<file path="config.mk">
export PLATFORM = sky130hd
export DESIGN_NAME = pipeline_ctrl
export DESIGN_NICKNAME = d
export VERILOG_FILES = /design/src/rtl/pipeline_ctrl.sv
export SDC_FILE = /design/constraint.sdc
export NUM_CORES = 1
export LEC_CHECK = 0
export CAP_MARGIN = 20
export CORE_ASPECT_RATIO = 0.75
export CORE_MARGIN = 3
export CORE_UTILIZATION = 45
export DETAILED_ROUTE_END_ITERATION = 12
export GPL_TIMING_DRIVEN = 0
export PLACE_DENSITY = 0.76
export SETUP_SLACK_MARGIN = 0.4
export SLEW_MARGIN = 40
export SYNTH_ARGS = -nofsm -noshare
export SYNTH_HDL_FRONTEND = slang
export SYNTH_SLANG_ARGS = --single-unit
export TNS_END_PERCENT = 20
</file>
<file path="constraint.sdc">
create_clock -name clk -period 2.4 [get_ports clk]
set_clock_uncertainty 0.2 [all_clocks]
set_input_delay 0.48 -clock clk [delete_from_list [all_inputs] [get_ports clk]]
set_output_delay 0.48 -clock clk [all_outputs]
set_load 0.05 [all_outputs]
</file>
<file path="src/rtl/pipeline_ctrl.sv">
`default_nettype none
// ============================================================================
// Module      : pipeline_ctrl
// Description : Stall/flush sequencer for a 5-stage in-order pipeline.
//               Merges hazard sources into prioritised per-latch hold and
//               squash controls plus a next-PC select. A two-state FSM drops
//               a stale I-cache response after a redirect. Saturating
//               counters track stalled-fetch cycles and flush events.
// Revision    : 1.0 - initial release
// ============================================================================
module pipeline_ctrl #(
    parameter int CNT_W = 32
) (
    input  logic             clk,
    input  logic             reset,
    input  logic             load_stall,
    input  logic             if_busy,
    input  logic             mem_busy,
    input  logic             ex_busy,
    input  logic             ex_redirect,
    input  logic             mem_trap,
    output logic             if_stall,
    output logic             de_stall,
    output logic             ex_stall,
    output logic             mem_stall,
    output logic             de_flush,
    output logic             ex_flush,
    output logic             mem_flush,
    output logic             wb_flush,
    output logic [1:0]       pc_sel,
    output logic             if_discard,
    output logic [CNT_W-1:0] stall_cycles,
    output logic [CNT_W-1:0] flush_events
);

    localparam logic [1:0]       c_PC_SEQ   = 2'd0;
    localparam logic [1:0]       c_PC_REDIR = 2'd1;
    localparam logic [1:0]       c_PC_TRAP  = 2'd2;
    localparam logic [CNT_W-1:0] c_CNT_ONE  = {{(CNT_W-1){1'b0}}, 1'b1};
    localparam logic [CNT_W-1:0] c_CNT_MAX  = {CNT_W{1'b1}};

    typedef enum logic [0:0] {
        S_RUN     = 1'b0,
        S_DISCARD = 1'b1
    } state_t;

    state_t           r_state;
    state_t           w_next_state;
    logic             w_event;
    logic [CNT_W-1:0] r_stall_cycles;
    logic [CNT_W-1:0] r_flush_events;

    // Hazard priority resolution and next-state selection
    always_comb begin
        if_stall     = 1'b0;
        de_stall     = 1'b0;
        ex_stall     = 1'b0;
        mem_stall    = 1'b0;
        de_flush     = 1'b0;
        ex_flush     = 1'b0;
        mem_flush    = 1'b0;
        wb_flush     = 1'b0;
        pc_sel       = c_PC_SEQ;
        if_discard   = 1'b0;
        w_event      = 1'b0;
        w_next_state = r_state;

        if (reset) begin
            // Every pipeline latch is invalidated while reset is held
            de_flush     = 1'b1;
            ex_flush     = 1'b1;
            mem_flush    = 1'b1;
            wb_flush     = 1'b1;
            w_next_state = S_RUN;
        end else begin
            // While discarding, fetch is held and the stale response dropped;
            // the later-stage rules below are merged on top of this.
            if (r_state == S_DISCARD) begin
                if_discard = 1'b1;
                de_flush   = 1'b1;
                if_stall   = 1'b1;
            end

            if (mem_busy) begin
                // D-cache miss freezes everything; trap/redirect must wait
                if_stall  = 1'b1;
                de_stall  = 1'b1;
                ex_stall  = 1'b1;
                mem_stall = 1'b1;
                wb_flush  = 1'b1;
            end else if (mem_trap) begin
                de_flush  = 1'b1;
                ex_flush  = 1'b1;
                mem_flush = 1'b1;
                pc_sel    = c_PC_TRAP;
                w_event   = 1'b1;
            end else if (ex_busy) begin
                // A redirect from an unfinished EX op is not yet valid
                if_stall  = 1'b1;
                de_stall  = 1'b1;
                ex_stall  = 1'b1;
                mem_flush = 1'b1;
            end else if (ex_redirect) begin
                de_flush  = 1'b1;
                ex_flush  = 1'b1;
                pc_sel    = c_PC_REDIR;
                w_event   = 1'b1;
            end else if (load_stall) begin
                if_stall  = 1'b1;
                de_stall  = 1'b1;
                ex_flush  = 1'b1;
            end else if (if_busy) begin
                if_stall  = 1'b1;
                de_flush  = 1'b1;
            end

            // A redirect during an outstanding miss leaves a stale response
            // in flight. In DISCARD a new redirect keeps us there; otherwise
            // the cycle where if_busy is low drops the response and exits.
            if (r_state == S_RUN) begin
                w_next_state = (w_event && if_busy) ? S_DISCARD : S_RUN;
            end else begin
                w_next_state = (w_event || if_busy) ? S_DISCARD : S_RUN;
            end
        end
    end

    // FSM state and saturating performance counters
    always_ff @(posedge clk) begin
        if (reset) begin
            r_state        <= S_RUN;
            r_stall_cycles <= '0;
            r_flush_events <= '0;
        end else begin
            r_state <= w_next_state;
            if (if_stall && (r_stall_cycles != c_CNT_MAX)) begin
                r_stall_cycles <= r_stall_cycles + c_CNT_ONE;
            end
            if (w_event && (r_flush_events != c_CNT_MAX)) begin
                r_flush_events <= r_flush_events + c_CNT_ONE;
            end
        end
    end

    assign stall_cycles = r_stall_cycles;
    assign flush_events = r_flush_events;

endmodule
`default_nettype wire

</file>
==> reports/metrics.yaml <==
status:
  status: "finished with violations"
  violations: "negative setup slack"
route:
  routed_wirelength_um: 13700
  vias: 4326
  firstDrtPassIters: 5
  drtIter0Drc: 357
  antenna_left: 0
  detail_route.vias_per_cell: 6.45
  avgRoutedWirePerCell_um: 20.4
  drc: 0
worst_setup_path:
  cpPeakStageDelay_ns: 0.46
  crit_required_ns: 1.72
  critPathArrivalTime_ns: 1.82
  crit_slowest_cell: "a2111o_1"
  worstSetupStartpointType: "input port"
  path_common_cell: "buf_8"
  crit_path_max_fanout: 8
  crit_chain: "buf_2 > nor2_1 > a2111o_1 > nand2_2 > buf_6 > buf_8 > clkinvlp_4 > buf_8"
  critical_path_class: "input port to output pin"
  crit_path_end_kind: "output pin"
power:
  peakVddDrop_mv: 0.366
  fin_total_pwr_mw: 2.31
  power_density_nw_per_um2: 398
  leakagePower_nw: 2.16
global_routing:
  grt_pass1_wl_um: 19900
  antenna_found_initial: 0
  grt_start_max_net_pins: 13
  met1_usage: 0.388
  top_usage_layer: "met2"
  track_usage: 0.284
  overflow: 0
  grt_util_met2: 0.458
  use_met3: 0.0567
  grt_pass1_vias: 3929
clock_network:
  root_buffer: "clkbuf_8"
  cts_buffer_depth: 2
  clock_latency_ns: 0.36
  cts_max_level: 3
  path_clk_slew_ns: 0.07
  clock-sinks: 65
  tritoncts: "built"
  numCtsBuffers: 9
yosys:
  seq_area_frac_synth: 0.371
  synth-seq-cells: 65
  syn_inst: 431
  async_flop_share: 0
  synth-edff-count: 0
  ys.flop_type: "dfxtp_1"
  synth_cell_types: 48
  syn_area_um2: 3500
  syn_avg_cell_area_um2: 8.13
  synthesis.nets: 441
  ys_warn_count: 0
finish:
  regArea_um2: 1450
  finalNonFillerCells: 671
  n_antenna_cell: 0
  fillerInstances: 485
  multi_input_area_um2: 2660
  nets: 575
  drive_above_1_share: 0.446
  final_util: 0.778
  areaGrowthSynthToFinish_pct: 65.7
floorplanning:
  rows: 27
  fp.dieW_um: 108
  io_pins: 83
  start_util: 0.469
  die-area_um2: 8890
  coreArea_um2: 7470
  die_h_um: 82.4
sta:
  worst_pin_slew_ns: 0.947
  layout_setup_ws_ns: -0.102
  relSlewSlack: 0.367
  fmax_ghz: 0.400
  hold_violations: 0
  whs_ns: 0.192
  final_max_slew_viol_count: 0
  min_period_ns: 2.50
  rsz0062_at_grt: "yes"
  finalSetupViolCount: 7
  fin_crit_sh: 1.04
place:
  place_ws_ns: -1.44
  gp_congestion: 0.852
  place_inst: 613
  dpl.hpwl_um: 7920
  port_buffers: 81
run:
  cap_violations: 0
worst_hold_path:
  hold_class: "input port to flop"
metal layers:
layer | wire [um] | up-vias
met5 | 0 | -
li1 | - | 1930
met3 | 1140 | 51
met4 | 360 | 0
met1 | 5780 | 2107
met2 | 6390 | 238
cell families (layout without fill, tap and decap cells):
group / Yosys count / count (layout) / share of synthesized area
AO/OA/AOI/OAI: 113 / 114 / 0.203
AND/OR/NAND/NOR: 206 / 206 / 0.336
multiplexers: 4 / 4 / 0.0125
flip-flops: 65 / 65 / 0.371
buffers and inverters: 29 / 167 / 0.0396
adder cells (fa/ha/maj): 2 / 2 / 0.00714
XOR/XNOR: 12 / 12 / 0.0300
final cells by class:
cell class,count,share of cell area
plain buffers,24,0.0494
clock buffers,9,0.0213
clock inverters,7,0.00797
inverters,5,0.00453
multi-input cells,338,0.457
flip-flops and latches,65,0.250
well taps,101,0.0218
repair buffers,122,0.188
synth_stat cells, types with 3 or more instances:
| library cell | count | share of area |
|---|---|---|
| and4_1 | 7 | 0.018 |
| o311ai_0 | 3 | 0.0075 |
| nand4b_1 | 4 | 0.010 |
| nand2_1 | 38 | 0.041 |
| o21ai_0 | 21 | 0.030 |
| nor2_1 | 33 | 0.035 |
| o31ai_1 | 21 | 0.045 |
| buf_2 | 6 | 0.0086 |
| xnor2_1 | 9 | 0.023 |
| nor4_1 | 4 | 0.0071 |
| dfxtp_1 | 65 | 0.37 |
| or4_1 | 24 | 0.051 |
| o41ai_1 | 5 | 0.012 |
| and3_1 | 12 | 0.021 |
| clkbuf_1 | 12 | 0.013 |
| or2_2 | 3 | 0.0054 |
| mux2_2 | 3 | 0.0096 |
| inv_1 | 5 | 0.0054 |
| a211oi_1 | 6 | 0.013 |
| nor3_1 | 5 | 0.0071 |
| nand4_1 | 16 | 0.029 |
| or3_1 | 18 | 0.032 |
| a21oi_1 | 44 | 0.063 |
| xor2_1 | 3 | 0.0075 |
| nor2b_1 | 7 | 0.012 |
| nand3_1 | 25 | 0.036 |
report_power, final:
| part | switching, mW | leakage (nW) | internal, mW |
|---|---|---|---|
| Sequential | 0.0192 | 0.562 | 1.06 |
| Combinational | 0.230 | 1.51 | 0.152 |
| Clock | 0.476 | 0.0893 | 0.373 |
| Total | 0.725 | 2.16 | 1.58 |
final timing paths:
check / from / to / cells after the start / slack, ns
worst max-delay path: mem_trap / if_stall / 8 / -0.10
worst min-delay path: if_busy / r_state$_SDFF_PP0_ / 3 / 0.19
worst max register to register: r_state$_SDFF_PP0_ / stall_cycles[28]$_SDFFE_PP0P_ / 10 / 0.05
worst min register to register: flush_events[5]$_SDFFE_PP0P_ / flush_events[5]$_SDFFE_PP0P_ / 2 / 0.27
flip-flops by register name, indices dropped and copies added, names as in the netlist:
signal / flops
stall_cycles: 32
flush_events: 32
r_state: 1
through the flow:
step	instance area, um^2	TNS (ns)
global route	5810	-1.06
floorplan	3710	-0.117
global placement	4650	-30.64
detailed placement	4650	-32.36
finish	5810	-0.198
CTS	5370	-0.0342
worst max-delay path, delay by kind of cell:
family	cells	cell delay [ns]
AO/OA/AOI/OAI	1	0.46
buffers and inverters	5	0.67
AND/OR/NAND/NOR	2	0.22
repair_timing:
action / 4_1_cts / 5_1_grt
hold buffers: 0 / 0
setup endpoints to repair: 140 / 91
pin swaps: 88 / 105
buffers inserted: 25 / 12
cloned: 4 / 1
resized for setup: 269 / 112
placed cells by master (no fill, tap or decap), types with 9 or more instances in the layout:
cell type	netlist	final
a21oi_1	44	32
a21oi_2	0	11
and3_1	12	11
buf_4	2	31
buf_6	2	20
buf_8	0	11
clkbuf_8	0	9
clkdlybuf4s15_1	0	11
dfxtp_2	0	26
dfxtp_4	0	31
dlygate4sd2_1	0	44
nand2_1	38	33
nand3_1	25	20
nand4_1	16	16
nor2_1	33	28
o21ai_0	21	10
o31ai_1	21	11
or3_1	18	13
or4_1	24	16
xnor2_1	9	9
Note: power is estimated with default switching activity, not from simulation.
